## src/rtl/regfile_dump_ctrl_pkg.sv

```systemverilog
// regdump_pkg: shared state, record kinds and trace record layout for the run-and-dump controller
package regdump_pkg;
  typedef enum logic [2:0] {IDLE, RUN, DRAIN, DUMP, DONE} state_t;
  localparam logic KIND_TRACE = 1'b0;
  localparam logic KIND_DUMP = 1'b1;
  localparam int NUM_REGS = 32;
  localparam int TRACE_CYC_W = 10;
  typedef struct packed {
    logic [TRACE_CYC_W-1:0] cycle;
    logic [4:0] rd;
    logic [31:0] data;
  } trace_rec_t;
endpackage

```

## src/rtl/regfile_dump_ctrl_if.sv

```systemverilog
// regfile_dump_ctrl_if: valid/ready record stream towards the debug link
interface regfile_dump_ctrl_if #(parameter int CYC_W = 10);
  logic out_valid;
  logic out_ready;
  logic out_kind;
  logic [CYC_W+4:0] out_tag;
  logic [31:0] out_data;
  modport master (output out_valid, out_kind, out_tag, out_data, input out_ready);
  modport slave (input out_valid, out_kind, out_tag, out_data, output out_ready);
endinterface

```

## src/rtl/regfile_dump_ctrl_trace_fifo.sv

```systemverilog
// trace_fifo: synchronous FIFO; a push into a full FIFO is only accepted alongside a pop
module trace_fifo #(
  parameter int W = 47,
  parameter int DEPTH = 4
) (
  input  logic clock,
  input  logic reset,
  input  logic push,
  input  logic pop,
  input  logic [W-1:0] wdata,
  output logic [W-1:0] rdata,
  output logic full,
  output logic empty
);
  localparam int AW = $clog2(DEPTH);
  localparam logic [AW:0] ONE = {{AW{1'b0}}, 1'b1};
  logic [W-1:0] mem [DEPTH];
  logic [AW:0] wp, rp;
  logic we, re;
  assign empty = wp == rp;
  assign full = wp == {~rp[AW], rp[AW-1:0]};
  assign re = pop && !empty;
  assign we = push && (!full || re);
  assign rdata = mem[rp[AW-1:0]];
  always_ff @(posedge clock)
    if (we) mem[wp[AW-1:0]] <= wdata;
  always_ff @(posedge clock or negedge reset)
    if (!reset) begin
      wp <= '0;
      rp <= '0;
    end else begin
      if (we) wp <= wp + ONE;
      if (re) rp <= rp + ONE;
    end
endmodule

```

## src/rtl/regfile_dump_ctrl.sv

```systemverilog
// regfile_dump_ctrl: runs the processor for a cycle budget, traces register writes, then dumps r0..r31
module regfile_dump_ctrl
  import regdump_pkg::*;
#(
  parameter int CYC_W = 10,
  parameter int TRACE_DEPTH = 4
) (
  input  logic clock,
  input  logic reset,
  input  logic start,
  input  logic [CYC_W-1:0] num_cycles,
  output logic proc_run,
  input  logic rwe,
  input  logic [4:0] rd,
  input  logic [31:0] rData,
  output logic test_mode,
  output logic [4:0] rs1_test,
  input  logic [31:0] regA,
  output logic overflow,
  output logic done,
  regfile_dump_ctrl_if.master stream
);
  localparam int W = CYC_W + 37;
  localparam logic [CYC_W-1:0] CYC_ONE = {{(CYC_W-1){1'b0}}, 1'b1};
  state_t state, nstate;
  logic [CYC_W-1:0] cyc, budget;
  logic [4:0] idx;
  logic dv, go, push, pop, full, empty, tracing, valid;
  logic [31:0] dreg;
  logic [W-1:0] head;
  assign go = start && (state == IDLE || state == DONE);
  assign proc_run = state == RUN;
  assign test_mode = state == DUMP;
  assign done = state == DONE;
  assign tracing = proc_run || state == DRAIN;
  assign rs1_test = test_mode ? idx : '0;
  assign push = proc_run && rwe && rd != 5'd0;
  assign pop = tracing && !empty && stream.out_ready;
  assign valid = test_mode ? dv : tracing && !empty;
  assign stream.out_valid = valid;
  assign stream.out_kind = test_mode ? KIND_DUMP : KIND_TRACE;
  assign stream.out_tag = !valid ? '0 : test_mode ? {{CYC_W{1'b0}}, idx} : head[W-1:32];
  assign stream.out_data = !valid ? '0 : test_mode ? dreg : head[31:0];
  trace_fifo #(.W(W), .DEPTH(TRACE_DEPTH)) u_fifo (
    .clock(clock), .reset(reset), .push(push), .pop(pop),
    .wdata({cyc, rd, rData}), .rdata(head), .full(full), .empty(empty)
  );
  always_comb begin
    nstate = state;
    case (state)
      IDLE, DONE: if (start) nstate = num_cycles == '0 ? DRAIN : RUN;
      RUN: if (cyc == budget - CYC_ONE) nstate = DRAIN;
      DRAIN: if (empty) nstate = DUMP;
      DUMP: if (dv && stream.out_ready && idx == 5'(NUM_REGS - 1)) nstate = DONE;
      default: nstate = IDLE;
    endcase
  end
  // the dump register samples regA one cycle after rs1_test changes, then holds until accepted
  always_ff @(posedge clock or negedge reset)
    if (!reset) begin
      state <= IDLE;
      cyc <= '0;
      budget <= '0;
      idx <= '0;
      dv <= 1'b0;
      dreg <= '0;
      overflow <= 1'b0;
    end else begin
      state <= nstate;
      if (go) begin
        budget <= num_cycles;
        cyc <= '0;
        overflow <= 1'b0;
        idx <= '0;
        dv <= 1'b0;
      end
      if (proc_run) cyc <= cyc + CYC_ONE;
      if (push && full && !pop) overflow <= 1'b1;
      if (test_mode) begin
        if (!dv) begin
          dreg <= regA;
          dv <= 1'b1;
        end else if (stream.out_ready) begin
          dv <= 1'b0;
          idx <= idx + 5'd1;
        end
      end
    end
endmodule

```

## src/flat_wrapper.sv

```systemverilog
// flat-port wrapper written by rule: the top's interface ports become plain ports
module regfile_dump_ctrl_flat import regdump_pkg::*;
#(
  parameter int CYC_W = 10,
  parameter int TRACE_DEPTH = 4
)
  (clock, reset, start, num_cycles, proc_run, rwe, rd, rData, test_mode, rs1_test, regA, overflow, done, stream_out_valid, stream_out_kind, stream_out_tag, stream_out_data, stream_out_ready);
  regfile_dump_ctrl_if #(.CYC_W(CYC_W)) stream_i ();
  input  logic clock;
  input  logic reset;
  input  logic start;
  input  logic [CYC_W-1:0] num_cycles;
  output logic proc_run;
  input  logic rwe;
  input  logic [4:0] rd;
  input  logic [31:0] rData;
  output logic test_mode;
  output logic [4:0] rs1_test;
  input  logic [31:0] regA;
  output logic overflow;
  output logic done;
  output wire logic [$bits(stream_i.out_valid)-1:0] stream_out_valid;
  output wire logic [$bits(stream_i.out_kind)-1:0] stream_out_kind;
  output wire logic [$bits(stream_i.out_tag)-1:0] stream_out_tag;
  output wire logic [$bits(stream_i.out_data)-1:0] stream_out_data;
  input wire logic [$bits(stream_i.out_ready)-1:0] stream_out_ready;
  assign stream_out_valid = stream_i.out_valid;
  assign stream_out_kind = stream_i.out_kind;
  assign stream_out_tag = stream_i.out_tag;
  assign stream_out_data = stream_i.out_data;
  assign stream_i.out_ready = stream_out_ready;
  regfile_dump_ctrl #(.CYC_W(CYC_W), .TRACE_DEPTH(TRACE_DEPTH)) u_core (.clock(clock), .reset(reset), .start(start), .num_cycles(num_cycles), .proc_run(proc_run), .rwe(rwe), .rd(rd), .rData(rData), .test_mode(test_mode), .rs1_test(rs1_test), .regA(regA), .overflow(overflow), .done(done), .stream(stream_i));
endmodule
```

## config.mk

```make
export PLATFORM = sky130hd
export DESIGN_NAME = regfile_dump_ctrl_flat
export DESIGN_NICKNAME = d
export VERILOG_FILES = /design/src/rtl/regfile_dump_ctrl_pkg.sv /design/src/rtl/regfile_dump_ctrl_if.sv /design/src/rtl/regfile_dump_ctrl_trace_fifo.sv /design/src/rtl/regfile_dump_ctrl.sv /design/src/flat_wrapper.sv
export SDC_FILE = /design/constraint.sdc
export NUM_CORES = 1
export LEC_CHECK = 0
export CORE_MARGIN = 4
export CORE_UTILIZATION = 45
export DETAILED_ROUTE_END_ITERATION = 6
export GPL_ROUTABILITY_DRIVEN = 0
export PLACE_DENSITY = 0.74
export SYNTH_ARGS = -nofsm -noshare
export SYNTH_HDL_FRONTEND = slang
export SYNTH_SLANG_ARGS = --single-unit
```

## constraint.sdc

```tcl
create_clock -name clock -period 6.2 [get_ports clock]
set_input_delay 1.24 -clock clock [delete_from_list [all_inputs] [get_ports clock]]
set_output_delay 1.24 -clock clock [all_outputs]
set_load 0.01 [all_outputs]
```

==> impl_results.html, run 1 <==
<table>
<tr><th>Metric</th><th>Value</th></tr>
<tr><th colspan="2">STA</th></tr>
<tr><td>Ratio of final minimum period to clock period</td><td>75.0%</td></tr>
<tr><td>Pins Over Slew Limit</td><td>0</td></tr>
<tr><td>Summed negative setup slack over all endpoints</td><td>0 ps</td></tr>
<tr><td>Remaining max-slew budget at the tightest pin</td><td>27.4%</td></tr>
<tr><td>Number of failing setup endpoints in the final timing report</td><td>0</td></tr>
<tr><td>Worst-Margin Slew</td><td>approximately 1100 ps</td></tr>
<tr><td>Clock skew after layout</td><td>11.5 ps</td></tr>
<tr><td>Achievable Freq</td><td>215 MHz</td></tr>
<tr><td>Setup repair after global routing missed its margin</td><td>false</td></tr>
<tr><td>Hold Vio Cnt, Final</td><td>0</td></tr>
<tr><td>Final critical delay including setup and external delays</td><td>around 4700 ps</td></tr>
<tr><th colspan="2">Finish</th></tr>
<tr><td>Leading cell types in the layout, fill and taps excluded</td><td>sky130_fd_sc_hd__edfxtp_1, sky130_fd_sc_hd__clkdlybuf4s50_1, sky130_fd_sc_hd__nand2_1</td></tr>
<tr><td>End-of-flow core utilization</td><td>56.7%</td></tr>
<tr><td>Fraction of layout instances using a drive strength above 1</td><td>16.9%</td></tr>
<tr><td># diodes</td><td>0</td></tr>
<tr><td>Count of fill cells added during filler insertion</td><td>1865</td></tr>
<tr><td>Final non-filler cell total</td><td>1164</td></tr>
<tr><td>Synthesis-to-layout area growth</td><td>24.3%</td></tr>
<tr><td>Layout Nets</td><td>between 900 and 1000</td></tr>
<tr><td>Leading cell type in the layout, fill and taps excluded</td><td>sky130_fd_sc_hd__edfxtp_1</td></tr>
<tr><th colspan="2">Yosys</th></tr>
<tr><td>Share of synthesized registers carrying an async set or reset</td><td>26.6%</td></tr>
<tr><td>Post-synth top area share</td><td>roughly 53%</td></tr>
<tr><td>Portion of netlist area occupied by mux cells</td><td>between 10% and 20%</td></tr>
<tr><td>Adder and majority cell fraction of the synthesized area</td><td>1.05%</td></tr>
<tr><td>Area share of and/or/nand/nor cells after synthesis</td><td>around 8.5%</td></tr>
<tr><td>YS warnings</td><td>0</td></tr>
<tr><td>Top cells by area, synth</td><td>sky130_fd_sc_hd__edfxtp_1, sky130_fd_sc_hd__dfrtp_1, sky130_fd_sc_hd__mux4_2</td></tr>
<tr><td>Net count after synthesis</td><td>775</td></tr>
<tr><td>Top FF cell, synth</td><td>sky130_fd_sc_hd__edfxtp_1</td></tr>
<tr><td>Combinational family with the most area after synthesis</td><td>multiplexers</td></tr>
<tr><td>Area fraction in compound gates after synthesis</td><td>roughly 4.5%</td></tr>
<tr><td>Cell type with the largest total area after synthesis</td><td>sky130_fd_sc_hd__edfxtp_1</td></tr>
<tr><td>Count of unique library cells instantiated by Yosys</td><td>52</td></tr>
<tr><td>Mean instance size in the synthesized netlist</td><td>between 15 and 20 µm²</td></tr>
<tr><td>Register area share after synthesis</td><td>68.8%</td></tr>
<tr><td>Post-Syn Instances</td><td>682</td></tr>
<tr><td>Synth Area in XOR/XNOR</td><td>under 10%</td></tr>
<tr><td>Number of register bits inferred by synthesis</td><td>256</td></tr>
<tr><td>Summed instance area of the synthesized netlist</td><td>approximately 0.011 mm²</td></tr>
<tr><td>Number of enable-type register cells in the synthesized netlist</td><td>188</td></tr>
<tr><th colspan="2">Worst setup path</th></tr>
<tr><td>Critical path buffer and inverter count</td><td>3</td></tr>
<tr><td>Slowest CP cell</td><td>sky130_fd_sc_hd__a21oi_4</td></tr>
<tr><td>Arrival time at the worst endpoint</td><td>3410 ps</td></tr>
<tr><td>Critical Path Stages</td><td>7</td></tr>
<tr><td>Crit path largest cell delay</td><td>870 ps</td></tr>
<tr><td>Worst Setup Path Type</td><td>register to output port</td></tr>
<tr><td>Top cell family by delay on the critical path</td><td>buffers and inverters</td></tr>
<tr><td>Cell-by-cell listing of the critical path</td><td>nor2b_2, nand2_1, buf_4, inv_1, a21oi_4, o21ai_0, clkdlybuf4s50_1</td></tr>
<tr><td>Type of origin of the critical path</td><td>register</td></tr>
<tr><td>Required time of the worst setup path</td><td>~5000 ps</td></tr>
<tr><td>Worst reg-to-reg path cell count</td><td>6</td></tr>
<tr><td>Maximum fanout encountered on the critical timing path</td><td>36</td></tr>
<tr><td>Crit. End Element</td><td>output port</td></tr>
<tr><td>Setup slack, reg-to-reg</td><td>2620 ps</td></tr>
<tr><th colspan="2">Detailed routing</th></tr>
<tr><td>Via/cell ratio</td><td>5.39</td></tr>
<tr><td>Vias after detailed routing</td><td>6273</td></tr>
<tr><td>Number of nets with antenna violations after routing</td><td>0</td></tr>
<tr><td>First-pass detailed-route iteration total</td><td>5</td></tr>
<tr><td>Count of routing violations after the opening detailed-route iteration</td><td>389</td></tr>
<tr><td>Sum of routed wire length over all layers</td><td>23100 µm</td></tr>
<tr><td>DRC</td><td>0</td></tr>
<tr><td>WL per Instance</td><td>a little under 20 µm</td></tr>
<tr><th colspan="2">Global routing</th></tr>
<tr><td>Global-route wire length before repair</td><td>36300 µm</td></tr>
<tr><td>Via count of the first global-routing pass</td><td>roughly 6500</td></tr>
<tr><td>Number of antenna violations at the first check in global routing</td><td>1</td></tr>
<tr><td>Aggregate global routing overflow</td><td>0</td></tr>
<tr><td>Largest net degree at the start of global routing</td><td>slightly below 70</td></tr>
<tr><td>Overall routing resource usage</td><td>about 18%</td></tr>
<tr><th colspan="2">Hold path</th></tr>
<tr><td>Hold Path Cell Cnt</td><td>1</td></tr>
<tr><td>Hold Path Class</td><td>register to register</td></tr>
<tr><th colspan="2">Die</th></tr>
<tr><td>Row count</td><td>56</td></tr>
<tr><td>Die area</td><td>0.0263 mm²</td></tr>
<tr><td>Ports</td><td>142</td></tr>
<tr><td>Placeable Area</td><td>0.0234 mm²</td></tr>
<tr><td>Chip Height</td><td>162 µm</td></tr>
<tr><td>Starting density of the core</td><td>45.6%</td></tr>
<tr><td>Die X-Extent</td><td>162 µm</td></tr>
<tr><th colspan="2">Placed design</th></tr>
<tr><td>Post-DP HPWL</td><td>14400 µm</td></tr>
<tr><td>Count of buffers from port buffering</td><td>141</td></tr>
<tr><td>Placed cell count</td><td>1116</td></tr>
<tr><th colspan="2">Clock tree</th></tr>
<tr><td>TritonCTS clock tree</td><td>done</td></tr>
<tr><td>Post-CTS resize count</td><td>0</td></tr>
<tr><td>Clock Sink Count</td><td>roughly 260</td></tr>
<tr><td>Worst-skew pair later-pin latency</td><td>520 ps</td></tr>
<tr><td>Post-CTS setup repair buffer count</td><td>0</td></tr>
<tr><td>Longest Clk Path Bufs</td><td>3</td></tr>
<tr><td>Total clock buffers created by CTS</td><td>27</td></tr>
<tr><td>Library cell used as clock root buffer</td><td>sky130_fd_sc_hd__clkbuf_16</td></tr>
<tr><td>Clock transition time at the flip-flop clock pins of the worst setup and hold paths</td><td>60 ps</td></tr>
<tr><td>Number of buffers inserted by hold repair at cts</td><td>0</td></tr>
<tr><td>Number of H-tree levels</td><td>1</td></tr>
<tr><th colspan="2">Power and ir drop</th></tr>
<tr><td>Total leakage power</td><td>0.00477 µW</td></tr>
<tr><td>PD cells</td><td>503 mW/mm²</td></tr>
<tr><td>Maximum ir drop on the vdd rail</td><td>~0.31 mV</td></tr>
<tr><td>Post-layout total power</td><td>6670 µW</td></tr>
<tr><th colspan="2">Status</th></tr>
<tr><td>Outcome</td><td>finished clean</td></tr>
<tr><th colspan="2">Job</th></tr>
<tr><td>MaxCap Viol Count</td><td>0</td></tr>
</table>
==> sequential cells by signal, summed over array words and instances, names as in the netlist <==
register and count:
u_core.u_fifo.rp 3, u_core.dreg 32, u_core.u_fifo.wp 3, u_core.overflow 1, u_core.cyc 10, u_core.state 3, u_core.budget 10, u_core.idx 5
u_core.dv 1, u_core.u_fifo.mem 188
==> cells in the mapped netlist, types with 3 or more instances <==
master                       n
sky130_fd_sc_hd__a21oi_1    38
sky130_fd_sc_hd__a31oi_1     4
sky130_fd_sc_hd__a32o_1      3
sky130_fd_sc_hd__and2_1     17
sky130_fd_sc_hd__and3_1     10
sky130_fd_sc_hd__buf_2      12
sky130_fd_sc_hd__buf_4       4
sky130_fd_sc_hd__clkbuf_1   17
sky130_fd_sc_hd__dfrtp_1    68
sky130_fd_sc_hd__edfxtp_1  188
sky130_fd_sc_hd__ha_1        9
sky130_fd_sc_hd__inv_1       8
sky130_fd_sc_hd__mux2_2     33
sky130_fd_sc_hd__mux2i_1     4
sky130_fd_sc_hd__mux4_2     47
sky130_fd_sc_hd__nand2_1   113
sky130_fd_sc_hd__nand2b_1    6
sky130_fd_sc_hd__nand3_1     8
sky130_fd_sc_hd__nand4_1     4
sky130_fd_sc_hd__nor2_1     12
sky130_fd_sc_hd__nor3_1      4
sky130_fd_sc_hd__nor4_1      4
sky130_fd_sc_hd__o21ai_0    19
sky130_fd_sc_hd__xnor2_1    11
sky130_fd_sc_hd__xor2_1      8
==> power by group <==
part           internal, µW  leakage [µW]  switching, µW
Combinational          1330       0.00179           1350
Sequential             2250       0.00257            198
Clock                   909      0.000418            628
Total                  4490       0.00477           2180
==> through the flow <==
step	instance area [µm²]	worst slack [ps]	hold slack (ps)
after floorplan	10700	2900	462
after global placement	12400	2120	463
after detailed placement	12400	2020	479
after CTS	13300	1460	494
after global routing	13300	1280	517
final	13300	1550	490
==> worst paths after layout <==
path,startpoint,to
setup / recovery,u_core.state[0],stream_out_tag[1]
hold / removal,u_core.u_fifo.rp[2],u_core.u_fifo.rp[2]
setup reg to reg,u_core.state[1],u_core.u_fifo.mem[0][12]
hold reg to reg,u_core.u_fifo.rp[2],u_core.u_fifo.rp[2]
max in group asynchronous,reset,u_core.u_fifo.rp[0]
min in group asynchronous,reset,u_core.overflow
==> metal layers <==
metal | GRT usage, % | wire length, µm | vias up
li1 | - | - | 2873
met1 | 24.5 | 9840 | 3192
met2 | 29.3 | 11600 | 182
met3 | 3.10 | 1310 | 26
met4 | 3.58 | 348 | 0
met5 | 0 | 0 | -
==> area by class of cell <==
type                            count  area, µm²  area share, %
Tap cell                          319        399           3.01
Timing Repair Buffer              149       1470           11.1
Sequential cell                   256       7350           55.4
Clock buffer                       32        724           5.46
Clock inverter                     16        128          0.962
Inverter                            9       33.8          0.255
Multi-Input combinational cell    383       3160           23.8
==> cell families after synthesis <==
| kind of cell | Yosys count |
|---|---|
| flops | 256 |
| simple gates | 192 |
| mux | 84 |
| compound gates | 79 |
| buf+inv | 43 |
| xor+xnor | 19 |
| fa+ha+maj | 9 |
Note: power is estimated with default switching activity, not from simulation.
==> run 2, diff against run 1 <==
==> constraint.sdc (replaced) <==
create_clock -name clock -period 4.5 [get_ports clock]
set_input_delay 0.9 -clock clock [delete_from_list [all_inputs] [get_ports clock]]
set_output_delay 0.9 -clock clock [all_outputs]
set_load 0.01 [all_outputs]
==> run 2 against run 1 <==
- power rose by 36%
- critical path depth fell by 2
- clock power rose by 29%
- sequential share of layout area rose by 0.19 points
- via count fell by 0.99%
- flip-flop and latch count did not move
==> impl_results.html, run 2 (synthesis results as in run 1) <==
<table>
<tr><th>Metric</th><th>Value</th></tr>
<tr><th colspan="2">Status</th></tr>
<tr><td>Outcome</td><td>finished clean</td></tr>
<tr><th colspan="2">Global routing</th></tr>
<tr><td>Largest net degree at the start of global routing</td><td>69 (unchanged)</td></tr>
<tr><td>Via count of the first global-routing pass</td><td>6534 (+0.41%)</td></tr>
<tr><td>Number of antenna violations at the first check in global routing</td><td>0 (-1)</td></tr>
<tr><td>Global-route wire length before repair</td><td>36300 µm (about the same)</td></tr>
<tr><td>Aggregate global routing overflow</td><td>0 (unchanged)</td></tr>
<tr><td>Overall routing resource usage</td><td>17.5% (about the same)</td></tr>
<tr><th colspan="2">Detailed routing</th></tr>
<tr><td>Number of nets with antenna violations after routing</td><td>0 (unchanged)</td></tr>
<tr><td>DRC</td><td>0 (unchanged)</td></tr>
<tr><td>First-pass detailed-route iteration total</td><td>5 (unchanged)</td></tr>
<tr><td>WL per Instance</td><td>19.6 µm (-0.95%)</td></tr>
<tr><td>Sum of routed wire length over all layers</td><td>22900 µm (-0.78%)</td></tr>
<tr><td>Count of routing violations after the opening detailed-route iteration</td><td>481 (+24%)</td></tr>
<tr><td>Via/cell ratio</td><td>5.33 (-1.2%)</td></tr>
<tr><td>Vias after detailed routing</td><td>6211 (-0.99%)</td></tr>
<tr><th colspan="2">STA</th></tr>
<tr><td>Ratio of final minimum period to clock period</td><td>94.6%</td></tr>
<tr><td>Post-route setup slack</td><td>242 ps (-1310 ps)</td></tr>
<tr><td>Summed negative setup slack over all endpoints</td><td>0 ps (unchanged)</td></tr>
<tr><td>Pins Over Slew Limit</td><td>0 (unchanged)</td></tr>
<tr><td>Final critical delay including setup and external delays</td><td>about 4300 ps</td></tr>
<tr><td>Final hold slack</td><td>473 ps (-16.9 ps)</td></tr>
<tr><td>Number of failing setup endpoints in the final timing report</td><td>0 (unchanged)</td></tr>
<tr><td>Worst-Margin Slew</td><td>1110 ps (+20.3 ps)</td></tr>
<tr><td>Achievable Freq</td><td>roughly 230 MHz</td></tr>
<tr><td>Setup repair after global routing missed its margin</td><td>false</td></tr>
<tr><td>Hold Vio Cnt, Final</td><td>0 (unchanged)</td></tr>
<tr><td>Remaining max-slew budget at the tightest pin</td><td>26.2% (-1.2 points)</td></tr>
<tr><td>Clock skew after layout</td><td>12.0 ps (+0.464 ps)</td></tr>
<tr><th colspan="2">Worst setup path</th></tr>
<tr><td>Type of origin of the critical path</td><td>register</td></tr>
<tr><td>Slowest CP cell</td><td>sky130_fd_sc_hd__a21oi_4</td></tr>
<tr><td>Worst Setup Path Type</td><td>register to output port</td></tr>
<tr><td>End of the worst register-to-register path</td><td>u_core.u_fifo.mem[3][0]</td></tr>
<tr><td>Worst reg-to-reg path cell count</td><td>7 (+1)</td></tr>
<tr><td>Reg-to-reg critical path startpoint</td><td>u_core.u_fifo.rp[0]</td></tr>
<tr><td>Crit path largest cell delay</td><td>850 ps (-20 ps)</td></tr>
<tr><td>Arrival time at the worst endpoint</td><td>3360 ps (-50 ps)</td></tr>
<tr><td>Required time of the worst setup path</td><td>3600 ps (-1360 ps)</td></tr>
<tr><td>Setup slack, reg-to-reg</td><td>1130 ps (-1490 ps)</td></tr>
<tr><td>Cell-by-cell listing of the critical path</td><td>xnor2_1, a311oi_4, a21oi_4, o21ai_0, clkdlybuf4s50_1</td></tr>
<tr><td>Crit. End Element</td><td>output port</td></tr>
<tr><td>Maximum fanout encountered on the critical timing path</td><td>35 (-2.8%)</td></tr>
<tr><th colspan="2">Clock tree</th></tr>
<tr><td>Post-CTS setup repair buffer count</td><td>0 (unchanged)</td></tr>
<tr><td>Number of buffers inserted by hold repair at cts</td><td>0 (unchanged)</td></tr>
<tr><td>Longest Clk Path Bufs</td><td>3 (unchanged)</td></tr>
<tr><td>Post-CTS resize count</td><td>0 (unchanged)</td></tr>
<tr><td>TritonCTS clock tree</td><td>done</td></tr>
<tr><td>Worst-skew pair later-pin latency</td><td>520 ps (about the same)</td></tr>
<tr><td>Clock Sink Count</td><td>256 (unchanged)</td></tr>
<tr><td>Clock transition time at the flip-flop clock pins of the worst setup and hold paths</td><td>60 ps (about the same)</td></tr>
<tr><td>Number of H-tree levels</td><td>1 (unchanged)</td></tr>
<tr><td>Total clock buffers created by CTS</td><td>27 (unchanged)</td></tr>
<tr><td>Library cell used as clock root buffer</td><td>sky130_fd_sc_hd__clkbuf_16</td></tr>
<tr><th colspan="2">Hold path</th></tr>
<tr><td>Hold Path Cell Cnt</td><td>2 (+1)</td></tr>
<tr><td>Min-Delay Startpoint</td><td>u_core.overflow</td></tr>
<tr><td>Hold Path Class</td><td>register to register</td></tr>
<tr><td>Capture endpoint of the worst hold path</td><td>u_core.overflow</td></tr>
<tr><th colspan="2">Power and ir drop</th></tr>
<tr><td>Maximum ir drop on the vdd rail</td><td>0.414 mV (+34%)</td></tr>
<tr><td>PD cells</td><td>689 mW/mm² (+37%)</td></tr>
<tr><td>Total leakage power</td><td>0.00475 µW (-0.44%)</td></tr>
<tr><th colspan="2">Die</th></tr>
<tr><td>Ports</td><td>142 (unchanged)</td></tr>
<tr><td>Chip Height</td><td>162 µm (unchanged)</td></tr>
<tr><td>Starting density of the core</td><td>45.6% (unchanged)</td></tr>
<tr><td>Die area</td><td>0.0263 mm² (unchanged)</td></tr>
<tr><td>Placeable Area</td><td>0.0234 mm² (unchanged)</td></tr>
<tr><td>Row count</td><td>56 (unchanged)</td></tr>
<tr><td>Die X-Extent</td><td>162 µm (unchanged)</td></tr>
<tr><th colspan="2">Placed design</th></tr>
<tr><td>Count of buffers from port buffering</td><td>141 (unchanged)</td></tr>
<tr><td>Post-DP HPWL</td><td>14600 µm (+1.1%)</td></tr>
<tr><td>Post-Place Setup Slack</td><td>753 ps (-1270 ps)</td></tr>
<tr><th colspan="2">Finish</th></tr>
<tr><td>Fraction of layout instances using a drive strength above 1</td><td>16.5% (-0.39 points)</td></tr>
<tr><td>Number of flip-flops in the largest register</td><td>188 (unchanged)</td></tr>
<tr><td>End-of-flow core utilization</td><td>56.5% (-0.19 points)</td></tr>
<tr><td># diodes</td><td>0 (unchanged)</td></tr>
<tr><td>Leading cell type in the layout, fill and taps excluded</td><td>sky130_fd_sc_hd__edfxtp_1</td></tr>
<tr><td>Synthesis-to-layout area growth</td><td>23.9%</td></tr>
<tr><td>Leading cell types in the layout, fill and taps excluded</td><td>sky130_fd_sc_hd__edfxtp_1, sky130_fd_sc_hd__clkdlybuf4s50_1, sky130_fd_sc_hd__nand2_1</td></tr>
<tr><td>Layout Nets</td><td>921 (+0.22%)</td></tr>
<tr><th colspan="2">Job</th></tr>
<tr><td>MaxCap Viol Count</td><td>0 (unchanged)</td></tr>
</table>
==> run 2: cell count changes in the layout (fill, tap and decap cells not counted), sizes merged <==
cell and delta:
clkbuf +4, buf +2, clkinv -2, bufinv -1
clkinvlp -1
==> run 2: per-stage QoR <==
| step | cells | power (µW) | area, µm² |
|---|---|---|---|
| finish | 1166 | 9110 | 13200 |
| global placement | 1118 | 7150 | 12400 |
| global route | 1166 | 9680 | 13200 |
| floorplan | 682 | 5590 | 10700 |
| detailed placement | 1118 | 7210 | 12400 |
| CTS | 1166 | 9240 | 13200 |
==> run 2: per-layer routing <==
metal,global-route usage (%),vias to the layer above,share of wire [%]
met5,0,-,0
li1,-,2880,-
met4,4.19,0,1.8
met3,3.22,28,6.5
met2,29.5,194,49
met1,24.1,3109,42
==> run 2: where the power goes <==
part	switching (µW)	internal (µW)	total, µW
logic	1860	1850	3710
clock network	839	1160	1990
registers	295	3110	3400
total	2990	6120	9110
==> run 2: worst max-delay path by stage <==
| stage | startpoint | slack [ps] | cells after the start | end |
|---|---|---|---|---|
| floorplan | u_core.u_fifo.rp[0] | 1470 | 6 | u_core.u_fifo.mem[3][0] |
| global placement | u_core.u_fifo.rp[0] | 820 | 5 | stream_out_tag[1] |
| detailed placement | u_core.u_fifo.rp[0] | 750 | 5 | stream_out_tag[1] |
| CTS | u_core.u_fifo.rp[0] | 190 | 5 | stream_out_tag[1] |
| global route | u_core.u_fifo.rp[0] | 20 | 5 | stream_out_tag[1] |
| finish | u_core.u_fifo.rp[0] | 240 | 5 | stream_out_tag[1] |
==> run 2: cell type report <==
| type | instances | area (µm²) |
|---|---|---|
| Tap cell | 319 | 399 |
| Multi-Input combinational cell | 383 | 3160 |
| Sequential cell | 256 | 7350 |
| Inverter | 9 | 33.8 |
| Timing Repair Buffer | 151 | 1480 |
| Fill cell | 1890 | 10200 |
| Clock inverter | 12 | 82.6 |
| Clock buffer | 36 | 709 |
==> run 2: critical path: cells and delay by family (launching register included) <==
kind	cells	cell delay (ps)
buffers and inverters	1	560
DFF	1	570
AOI/OAI and AO/OA	3	1350
xor gates and xnor gates	1	350
==> run 3, diff against run 2 <==
--- a/config.mk
+++ b/config.mk
@@ -6,10 +6,10 @@
 export NUM_CORES = 1
 export LEC_CHECK = 0
 export CORE_MARGIN = 4
-export CORE_UTILIZATION = 45
+export CORE_UTILIZATION = 55
 export DETAILED_ROUTE_END_ITERATION = 6
 export GPL_ROUTABILITY_DRIVEN = 0
-export PLACE_DENSITY = 0.74
+export PLACE_DENSITY = 0.87
 export SYNTH_ARGS = -nofsm -noshare
 export SYNTH_HDL_FRONTEND = slang
 export SYNTH_SLANG_ARGS = --single-unit
==> run 3 against run 2 <==
- combinational power is essentially flat
- power rose by 3.2%
- first-iteration DRC count shrank 10%
- largest cell class unchanged
- highest routed layer unchanged
==> impl_results.html, run 3 (synthesis results as in run 1) <==
<table>
<tr><th>Metric</th><th>Value</th></tr>
<tr><th colspan="2">Worst setup path</th></tr>
<tr><td>Setup slack, reg-to-reg</td><td>1270 ps (+140 ps)</td></tr>
<tr><td>Arrival time at the worst endpoint</td><td>3220 ps (-140 ps)</td></tr>
<tr><td>End of the worst register-to-register path</td><td>u_core.u_fifo.mem[3][45]</td></tr>
<tr><td>Required time of the worst setup path</td><td>3600 ps (about the same)</td></tr>
<tr><td>Type of origin of the critical path</td><td>register</td></tr>
<tr><td>Worst Setup Path Type</td><td>register to output port</td></tr>
<tr><td>Crit. End Element</td><td>output port</td></tr>
<tr><td>Reg-to-reg critical path startpoint</td><td>u_core.state[0]</td></tr>
<tr><td>Worst reg-to-reg path cell count</td><td>7 (unchanged)</td></tr>
<tr><td>Maximum fanout encountered on the critical timing path</td><td>40 (+14%)</td></tr>
<tr><th colspan="2">STA</th></tr>
<tr><td>Pins Over Slew Limit</td><td>0 (unchanged)</td></tr>
<tr><td>Hold Vio Cnt, Final</td><td>0 (unchanged)</td></tr>
<tr><td>Final critical delay including setup and external delays</td><td>4120 ps (-138 ps)</td></tr>
<tr><td>Setup repair after global routing missed its margin</td><td>false</td></tr>
<tr><td>Number of failing setup endpoints in the final timing report</td><td>0 (unchanged)</td></tr>
<tr><td>Remaining max-slew budget at the tightest pin</td><td>26.2% (about the same)</td></tr>
<tr><td>Achievable Freq</td><td>243 MHz (+3.4%)</td></tr>
<tr><td>Ratio of final minimum period to clock period</td><td>91.6% (-3.1 points)</td></tr>
<tr><td>Final hold slack</td><td>503 ps (+29.5 ps)</td></tr>
<tr><td>Clock skew after layout</td><td>9.47 ps (-2.51 ps)</td></tr>
<tr><td>Summed negative setup slack over all endpoints</td><td>0 ps (unchanged)</td></tr>
<tr><td>Worst-Margin Slew</td><td>1110 ps (-2.33 ps)</td></tr>
<tr><th colspan="2">Detailed routing</th></tr>
<tr><td>WL per Instance</td><td>21.0 µm (+7.2%)</td></tr>
<tr><td>Sum of routed wire length over all layers</td><td>23300 µm (+1.7%)</td></tr>
<tr><td>Number of nets with antenna violations after routing</td><td>0 (unchanged)</td></tr>
<tr><td>Count of routing violations after the opening detailed-route iteration</td><td>433 (-10%)</td></tr>
<tr><td>Vias after detailed routing</td><td>6475 (+4.3%)</td></tr>
<tr><td>DRC</td><td>0 (unchanged)</td></tr>
<tr><td>Via/cell ratio</td><td>5.85 (+9.9%)</td></tr>
<tr><td>First-pass detailed-route iteration total</td><td>5 (unchanged)</td></tr>
<tr><th colspan="2">Clock tree</th></tr>
<tr><td>Library cell used as clock root buffer</td><td>sky130_fd_sc_hd__clkbuf_16</td></tr>
<tr><td>Total clock buffers created by CTS</td><td>26 (-3.7%)</td></tr>
<tr><td>Worst-skew pair later-pin latency</td><td>510 ps (about the same)</td></tr>
<tr><td>Number of H-tree levels</td><td>1 (unchanged)</td></tr>
<tr><td>Longest Clk Path Bufs</td><td>3 (unchanged)</td></tr>
<tr><td>Clock transition time at the flip-flop clock pins of the worst setup and hold paths</td><td>60 ps (about the same)</td></tr>
<tr><td>Post-CTS resize count</td><td>0 (unchanged)</td></tr>
<tr><td>TritonCTS clock tree</td><td>done</td></tr>
<tr><td>Clock Sink Count</td><td>256 (unchanged)</td></tr>
<tr><td>Number of buffers inserted by hold repair at cts</td><td>0 (unchanged)</td></tr>
<tr><td>Post-CTS setup repair buffer count</td><td>0 (unchanged)</td></tr>
<tr><th colspan="2">Die</th></tr>
<tr><td>Ports</td><td>142 (unchanged)</td></tr>
<tr><td>Chip Height</td><td>147 µm (-9.1%)</td></tr>
<tr><td>Die area</td><td>0.0217 mm² (-17%)</td></tr>
<tr><td>Placeable Area</td><td>0.0189 mm² (-19%)</td></tr>
<tr><td>Starting density of the core</td><td>56.5% (+11 points)</td></tr>
<tr><td>Row count</td><td>50 (-11%)</td></tr>
<tr><td>Die X-Extent</td><td>147 µm (-9.1%)</td></tr>
<tr><th colspan="2">Global routing</th></tr>
<tr><td>Aggregate global routing overflow</td><td>0 (unchanged)</td></tr>
<tr><td>Global-route wire length before repair</td><td>36500 µm (+0.57%)</td></tr>
<tr><td>Overall routing resource usage</td><td>21.4% (+3.9 points)</td></tr>
<tr><td>Number of antenna violations at the first check in global routing</td><td>0 (unchanged)</td></tr>
<tr><td>Largest net degree at the start of global routing</td><td>69 (unchanged)</td></tr>
<tr><td>Via count of the first global-routing pass</td><td>6758 (+3.4%)</td></tr>
<tr><th colspan="2">Placed design</th></tr>
<tr><td>Placed cell count</td><td>1058 (-5.4%)</td></tr>
<tr><td>Placement-stage cell area</td><td>0.0123 mm² (-0.65%)</td></tr>
<tr><td>Post-DP HPWL</td><td>14400 µm (-1.0%)</td></tr>
<tr><td>Count of buffers from port buffering</td><td>141 (unchanged)</td></tr>
<tr><th colspan="2">Finish</th></tr>
<tr><td>Fraction of layout instances using a drive strength above 1</td><td>17.4% (+0.85 points)</td></tr>
<tr><td>Leading cell type in the layout, fill and taps excluded</td><td>sky130_fd_sc_hd__edfxtp_1</td></tr>
<tr><td>Cell area after layout</td><td>0.0133 mm² (+0.35%)</td></tr>
<tr><td># diodes</td><td>0 (unchanged)</td></tr>
<tr><td>Final non-filler cell total</td><td>1106 (-5.1%)</td></tr>
<tr><td>Synthesis-to-layout area growth</td><td>24.3%</td></tr>
<tr><td>Number of flip-flops in the largest register</td><td>188 (unchanged)</td></tr>
<tr><td>Leading cell types in the layout, fill and taps excluded</td><td>sky130_fd_sc_hd__edfxtp_1, sky130_fd_sc_hd__clkdlybuf4s50_1, sky130_fd_sc_hd__nand2_1</td></tr>
<tr><td>Layout Nets</td><td>919 (-0.22%)</td></tr>
<tr><th colspan="2">Hold path</th></tr>
<tr><td>Min-Delay Startpoint</td><td>u_core.u_fifo.wp[2]</td></tr>
<tr><td>Hold Path Class</td><td>register to register</td></tr>
<tr><td>Hold Path Cell Cnt</td><td>1 (-1)</td></tr>
<tr><td>Capture endpoint of the worst hold path</td><td>u_core.u_fifo.wp[2]</td></tr>
<tr><th colspan="2">Status</th></tr>
<tr><td>Outcome</td><td>finished clean</td></tr>
<tr><th colspan="2">Power and ir drop</th></tr>
<tr><td>Total leakage power</td><td>0.00479 µW (+0.90%)</td></tr>
<tr><td>Maximum ir drop on the vdd rail</td><td>0.764 mV (+84%)</td></tr>
<tr><td>PD cells</td><td>708 mW/mm² (+2.8%)</td></tr>
<tr><td>Post-layout total power</td><td>9390 µW (+3.2%)</td></tr>
<tr><th colspan="2">Job</th></tr>
<tr><td>MaxCap Viol Count</td><td>0 (unchanged)</td></tr>
</table>
==> run 3: report_power, final <==
group	total [µW]	leakage [µW]	switching, µW	internal, µW
logic	3720	0.00179	1880	1850
registers	3410	0.00257	303	3110
clock network	2260	0.000435	877	1390
total	9390	0.00479	3060	6340
==> run 3: area by class of cell <==
| class | count | area, µm² |
|---|---|---|
| Sequential cell | 256 | 7350 |
| Fill cell | 1193 | 5630 |
| Multi-Input combinational cell | 383 | 3160 |
| Timing Repair Buffer | 150 | 1480 |
| Clock buffer | 30 | 687 |
| Tap cell | 260 | 325 |
| Clock inverter | 18 | 233 |
| Inverter | 9 | 33.8 |
==> run 3: how the worst max path moves through the flow <==
stage	start	endpoint	slack, ps	cells after the start
floorplan	u_core.u_fifo.rp[0]	u_core.u_fifo.mem[3][0]	1470	6
global placement	rd[3]	u_core.u_fifo.mem[3][10]	920	6
detailed placement	rd[3]	u_core.u_fifo.mem[3][10]	890	6
CTS	u_core.u_fifo.rp[2]	stream_out_tag[1]	330	5
global route	u_core.state[0]	stream_out_tag[1]	240	7
finish	u_core.state[0]	stream_out_tag[1]	380	7
==> run 3: critical path, cell delays in order (launching register included) <==
cell                              delay (ps)
sky130_fd_sc_hd__dfrtp_1                 470
sky130_fd_sc_hd__nor2b_2                 330
sky130_fd_sc_hd__nand2_1                 120
sky130_fd_sc_hd__inv_1                   140
sky130_fd_sc_hd__buf_4                   430
sky130_fd_sc_hd__nand2_1                 250
sky130_fd_sc_hd__o21ai_0                 350
sky130_fd_sc_hd__clkdlybuf4s50_1         610
==> run 3: through the flow <==
stage,setup slack (ps),util (%)
detailed placement,887,65.4
finish,380,70.2
floorplan,1470,-
global route,239,70.2
CTS,331,70.2
global placement,917,65.4
==> run 3: routing by layer <==
layer	global-route usage, %	routed length [µm]	vias up	share of wire [%]
met4	6.85	643	0	2.8
met1	27.3	8860	3288	38
met5	0	0	-	0
met2	37.8	12400	261	53
li1	-	-	2882	-
met3	3.49	1390	44	6.0
